File: src/rtl/traffic_phase_timer.sv
// rtl/traffic_phase_timer.sv - yellow-phase timer, car-request debounce and gating for the traffic light FSM
module traffic_phase_timer #(
  parameter int TICKS_PER_SEC   = 100,
  parameter int YELLOW_SEC      = 3,
  parameter int MIN_GREEN_SEC   = 10,
  parameter int MAX_LANE_SEC    = 20,
  parameter int DEBOUNCE_CYCLES = 4
) (
  input  logic       clk,
  input  logic       reset_n,
  input  logic [1:0] highway,
  input  logic [1:0] lane,
  input  logic       car_raw,
  output logic       sensor,
  output logic       delay_3sec,
  output logic       fault
);

  localparam int MAX_AB  = (YELLOW_SEC > MIN_GREEN_SEC) ? YELLOW_SEC : MIN_GREEN_SEC;
  localparam int SEC_SAT = (MAX_AB > MAX_LANE_SEC) ? MAX_AB : MAX_LANE_SEC;
  localparam int SW      = $clog2(SEC_SAT) + 1;
  localparam int PW      = $clog2(TICKS_PER_SEC);
  localparam int DW      = $clog2(DEBOUNCE_CYCLES + 1);

  localparam logic [PW-1:0] PRESC_LAST   = PW'(TICKS_PER_SEC - 1);
  localparam logic [PW-1:0] PRESC_PRE    = PW'(TICKS_PER_SEC - 2);
  localparam logic [SW-1:0] SEC_MAX      = SW'(SEC_SAT);
  localparam logic [SW-1:0] SEC_YEL_LAST = SW'(YELLOW_SEC - 1);
  localparam logic [SW-1:0] SEC_MIN_GRN  = SW'(MIN_GREEN_SEC);
  localparam logic [SW-1:0] SEC_MAX_LANE = SW'(MAX_LANE_SEC);
  localparam logic [DW-1:0] DEB_LAST     = DW'(DEBOUNCE_CYCLES - 1);

  typedef enum logic [2:0] {HW_GREEN, YELLOW, WAIT, LANE_GREEN, FAULT} state_t;

  function automatic state_t decode(input logic [3:0] l);
    case (l)
      4'b0010:          decode = HW_GREEN;
      4'b0110, 4'b1001: decode = YELLOW;
      4'b1000:          decode = LANE_GREEN;
      default:          decode = FAULT;
    endcase
  endfunction

  state_t        state, state_next;
  logic [3:0]    lights, lights_q;
  logic          change;
  logic [PW-1:0] presc, presc_next;
  logic [SW-1:0] sec, sec_next;
  logic          deb, deb_next;
  logic [DW-1:0] deb_cnt, deb_cnt_next;
  logic          sensor_next, pulse_next, fault_next;

  assign lights = {highway, lane};
  assign change = (lights != lights_q);

  always_ff @(posedge clk or negedge reset_n) begin
    if (!reset_n) begin
      state      <= HW_GREEN;
      lights_q   <= 4'b0010;
      presc      <= '0;
      sec        <= '0;
      deb        <= 1'b0;
      deb_cnt    <= '0;
      sensor     <= 1'b0;
      delay_3sec <= 1'b0;
      fault      <= 1'b0;
    end else begin
      state      <= state_next;
      lights_q   <= lights;
      presc      <= presc_next;
      sec        <= sec_next;
      deb        <= deb_next;
      deb_cnt    <= deb_cnt_next;
      sensor     <= sensor_next;
      delay_3sec <= pulse_next;
      fault      <= fault_next;
    end
  end

  always_comb begin
    state_next = state;
    pulse_next = 1'b0;
    presc_next = (presc == PRESC_LAST) ? '0 : presc + PW'(1);
    sec_next   = sec;
    if (presc == PRESC_LAST && sec != SEC_MAX)
      sec_next = sec + SW'(1);

    if (change) begin
      state_next = decode(lights);
      presc_next = '0;
      sec_next   = '0;
    end else if (state == YELLOW && sec == SEC_YEL_LAST && presc == PRESC_PRE) begin
      // Fire one cycle early so the registered pulse lands exactly YELLOW_SEC seconds after the change
      pulse_next = 1'b1;
      state_next = WAIT;
    end

    case (state)
      HW_GREEN:     sensor_next = deb && (sec >= SEC_MIN_GRN);
      YELLOW, WAIT: sensor_next = deb;
      LANE_GREEN:   sensor_next = deb && (sec < SEC_MAX_LANE);
      default:      sensor_next = 1'b0;
    endcase
    fault_next = (state == FAULT);

    deb_next     = deb;
    deb_cnt_next = '0;
    if (car_raw != deb) begin
      if (deb_cnt == DEB_LAST)
        deb_next = car_raw;
      else
        deb_cnt_next = deb_cnt + DW'(1);
    end
  end

endmodule

File: config.mk
export PLATFORM = sky130hd
export DESIGN_NAME = traffic_phase_timer
export DESIGN_NICKNAME = d
export VERILOG_FILES = /design/src/rtl/traffic_phase_timer.sv
export SDC_FILE = /design/constraint.sdc
export NUM_CORES = 1
export LEC_CHECK = 0
export ABC_CLOCK_PERIOD_IN_PS = 1650
export BUFFER_PORTS_ARGS = -buffer_cell sky130_fd_sc_hd__buf_4
export CAP_MARGIN = 20
export CORE_UTILIZATION = 30
export DETAILED_ROUTE_END_ITERATION = 10
export SLEW_MARGIN = 10
export SYNTH_ARGS = -nofsm -noshare
export SYNTH_HDL_FRONTEND = slang
export SYNTH_SLANG_ARGS = --single-unit
File: constraint.sdc
create_clock -name clk -period 1.65 [get_ports clk]
set_input_delay 0.2475 -clock clk [delete_from_list [all_inputs] [get_ports clk]]
set_output_delay 0.2475 -clock clk [all_outputs]
set_load 0.03 [all_outputs]
## Word level (Yosys, flattened, before mapping)

Index checks and enable logic that the tools add are counted.

| word-level totals | value |
|---|---|
| memory bits (writable) | 0 |
| bits of input ports | 7 |
| bits in read-only memories | 0 |
| register bits after elaboration | 27 |
| memories | 0 |
| latch bits | 0 |
| output and inout bits | 3 |

| operators by class | value |
|---|---|
| divide/modulo/power cells | 0 |
| bitwise operators | 0 |
| multiply operators | 0 |
| shift operators | 0 |
| mux-type cells | 12 |
| order comparisons | 2 |
| reductions and logical operators | 11 |
| equal/unequal tests | 15 |
| $add $sub $neg | 3 |

Operators by type and width:

| cell | count |
|---|---|
| $eq 7x7->1 const B | 2 |
| $mux 7 | 2 |
| $mux 3 | 4 |
| $mux 6 | 2 |
| $eq 3x2->1 const B | 3 |
| $pmux 3 s3 | 1 |
| $eq 4x4->1 const B | 2 |
| $add 7x1->7 const B | 1 |
| $add 6x1->6 const B | 1 |
| $eq 6x2->1 const B | 1 |
| $ge 6x4->1 const B | 1 |
| $lt 6x5->1 const B | 1 |
| $ne 6x5->1 const B | 1 |
| $logic_and 1x1->1 | 5 |
| $eq 4x2->1 const B | 1 |
| $eq 4x3->1 const B | 1 |
| $ne 4x4->1 | 1 |
| $reduce_bool 2->1 | 2 |
| $reduce_or 2->1 | 2 |
| $add 3x1->3 const B | 1 |
| $eq 3x1->1 const B | 1 |
| $eq 3x3->1 const B | 1 |
| $logic_not 3->1 | 1 |
| $pmux 1 s3 | 1 |
| 3 further kinds | 4 |

## Logic depth before layout (Yosys ltp)

| depth | value |
|---|---|
| depth after elaboration | 5 |
| gate-level depth with buffers | 6 |

## Least setup slack after synthesis

OpenSTA, ideal clock, no wires.

| path | value |
|---|---|
| kind | register to register |
| start point | register sec[2] |
| end point | register state[1] |
| path slack | -105 ps |
| stages on the path, launching flop included | 6 |
| clock period less this slack | 1,755 ps |
| path buffers | 1 |
| data arrival time | 1,689 ps |
| required time | 1,584 ps |
| cell sequence | dfrtp_1 > buf_6 > or4_1 > or4_4 > a21oi_2 > a31o_1 |

| between the ends | value |
|---|---|
| longest elaborated chain between the ends | 4 |

Ends and longest elaborated chain:

| element | line | RTL |
|---|---|---|
| start: declaration | 48 | `logic [SW-1:0] sec, sec_next;` |
| start signal: assignment | 71 | `sec <= sec_next;` |
| $eq 6x2->1 | 92 | `end else if (state == YELLOW && sec == SEC_YEL_LAST && presc == PRESC_PRE) begin` |
| $logic_and 1x1->1 (2 in series) | 92 |  |
| $reduce_bool 2->1 (no line) | - |  |
| end signal: assignment | 68 | `state <= state_next;` |
| end: declaration | 44 | `state_t state, state_next;` |

No other way between the ends.
A chain may end at the register's enable or synchronous reset.

## Worst setup path in the final report

| path | value |
|---|---|
| start point | register sec[5] |
| end point | register state[1] |

Same word-level chain as after synthesis.

==> out/metrics.yaml <==
outcome:
  status: "finished with violations"
  violations: "setup timing"
grt:
  grt_use_total: 0.138
  grt_pass1_vias: 1008
  met2_usage: 0.236
  overflow: 0
  use_met3: 0.0355
  met1_usage: 0.166
  grt_pass1_wl_um: 4520
  grt_max_degree: 28
  grt_antenna_before_repair: 0
  grt_busiest_layer: "met2"
setup_path:
  cp_num_buf_inv: 0
  crit_fanout: 3
  critPathMaxStageDelay_ps: 520
  slowest_stage: "or4_4"
  cp_top_family: "simple AND/OR/NAND/NOR gates"
  cp_data_required_time_ps: 1870
  critPathCaptureType: "flop"
  worstPathArrival_ps: 1900
  path_cells: "or4b_1, or4_4, a21oi_2, a31o_1"
  critPathLaunchType: "flop"
  reg2reg_slack_ps: -40
  crit_type: "reg2reg"
sta:
  setup-tns-final_ps: -52.1
  slew_viol_final: 0
  timing.fmax_mhz: 593
  skew_ps: 6.37
  fin_crit_sh: 1.02
  rsz0062_at_grt: "true"
  fin_crit_ps: 1690
  setup_violations: 2
  worst_pin_slew_ps: 345
  fin_ws_ps: -35.2
  finalHoldViolations: 0
  relSlewSlack: 0.770
layout:
  finalNetCount: 156
  post-route-util: 0.391
  antennaDiodeCount: 0
  fin_cells: 193
  layout-drive-gt1-share: 0.266
  syn_to_final_growth_pct: 24.1
  design_area_mm2: 0.00159
clock_tree:
  cts_tree: "done"
  numCtsBuffers: 3
  clock-sinks: 27
  htreeDepth: 1
  clockBufferDepth: 2
  root_buffer: "clkbuf_8"
  path_clk_slew_ps: 90
  clock_latency_ps: 270
logic_synthesis:
  synth_fp_nets: 127
  synth_area_leader_cell: "dfrtp_1"
  synthCells: 115
  yosys-top-cells-count: "dfrtp_1, nor2_1, xnor2_1"
  syn_avg_cell_area_um2: 11.1
  mappedNetlistArea_mm2: 0.00128
  ys_types: 38
  synth.most_common_cell: "dfrtp_1"
  synth-seq-cells: 27
  yosys_warnings: 0
  synth-edff-count: 0
  async_flop_share: 1.00
  ys_seq_area_frac: 0.530
  ys.flop_type: "dfrtp_1"
  synth.area.top_cells: "dfrtp_1, xnor2_1, ha_1"
  synth_top_area_frac: 0.509
power_and_ir_drop:
  p_total_mw: 1.27
  powerDensity_mw_per_mm2: 803
  irDropWorstVdd_v: 0.000535
  p_leak_nw: 0.683
drt:
  vias: 935
  ant_nets: 0
  drc: 0
  post_drt_wl_per_cell_um: 13.1
  vias_per_cell: 4.84
  totalWireLength_um: 2540
  drtPass1Iterations: 4
  drt_iter0_drc: 41
placed_design:
  place_area_mm2: 0.00151
  portBuffers: 9
  gp_congestion: 0.853
  placed_cells: 187
  hpwl_um: 1910
worst_hold_path:
  hold_class: "in2reg"
die:
  dieWidth_um: 67.3
  start_util: 0.315
  die-area_mm2: 0.00452
  core_mm2: 0.00406
  row_count: 23
  ioPinCount: 10
  die_y_um: 67.3
flow_run:
  drv_cap: 0
[worst register-to-register path: cells and delay by family, from the launching register on]
kind             cells  cell delay, ps
AO/OA/AOI/OAI        2             230
AND/OR/NAND/NOR      2            1030
flip-flops           1             380
[cells by family (layout without fill, tap and decap cells)]
family                     after synthesis  count (layout)  share of synthesized area
AOI/OAI and AO/OA                       12              12                     0.0627
xor gates and xnor gates                13              13                     0.0891
adders and majority gates                5               5                     0.0490
buffers and inverters                    8              36                     0.0294
DFF                                     27              27                      0.530
muxes                                    2               2                     0.0167
and+or+nand+nor                         48              48                      0.223
[layout make-up]
type | instances | area (um^2)
inverter | 6 | 22.5
clock buffer | 4 | 45.0
tap | 50 | 62.6
sequential | 27 | 677
fill | 396 | 2470
multi-input combinational | 80 | 581
timing repair buffer | 26 | 198
[metal layers]
metal,share of wire,up-vias
li1,-,457
met1,0.47,458
met2,0.48,16
met3,0.032,4
met4,0.015,0
met5,0,-
[report_power, final]
group / leakage (nW) / internal (mW) / switching [mW]
Clock: 0.0228 / 0.173 / 0.197
Combinational: 0.306 / 0.0793 / 0.0848
Sequential: 0.355 / 0.710 / 0.0295
Total: 0.683 / 0.962 / 0.311
[repair_timing]
item                                   in CTS  in global routing
buffers inserted                            1                  0
hold buffers                                1                  0
resized for setup                           1                  2
setup endpoints to repair                   4                  5
pin swaps                                   2                  1
endpoints found under the hold margin      26                  0
[state kept, by name (all words and copies together) (netlist names)]
| signal | count |
|---|---|
| fault | 1 |
| state | 3 |
| deb | 1 |
| deb_cnt | 3 |
| sensor | 1 |
| sec | 6 |
| presc | 7 |
| lights_q | 4 |
| delay_3sec | 1 |
[metrics by stage]
step / setup WS, ps / hold WS, ps
after floorplan: -24.1 / -48.1
after global placement: 3.93 / 176
after detailed placement: -22.8 / 186
after CTS: -40.4 / 98.0
after global routing: -92.1 / 89.5
final: -35.2 / 107
[worst paths after layout]
kind	start	end	cells past startpoint
setup / recovery	sec[5]$_DFFE_PN0P_	state[1]$_DFFE_PN0P_	4
hold / removal	lane[1]	lights_q[1]$_DFF_PN1_	1
setup reg to reg	sec[5]$_DFFE_PN0P_	state[1]$_DFFE_PN0P_	4
hold reg to reg	deb_cnt[0]$_DFF_PN0_	deb_cnt[0]$_DFF_PN0_	1
max in group asynchronous	reset_n	lights_q[1]$_DFF_PN1_	2
min in group asynchronous	reset_n	delay_3sec$_DFF_PN0_	2
[layout by cell type, fill, tap and decap left out, types with 2 or more instances in the layout]
| master | count |
|---|---|
| dfrtp_1 | 26 |
| buf_4 | 25 |
| nor2_1 | 12 |
| xnor2_1 | 11 |
| inv_1 | 6 |
| nor3b_1 | 5 |
| nand3_1 | 5 |
| ha_1 | 5 |
| nor3_1 | 4 |
| nand2_1 | 3 |
| clkbuf_8 | 3 |
| o21a_1 | 2 |
| o31ai_1 | 2 |
| xor2_1 | 2 |
| or4_1 | 2 |
| or3_1 | 2 |
| a21oi_2 | 2 |
| a21oi_1 | 2 |
(Power assumes the default switching activity.)
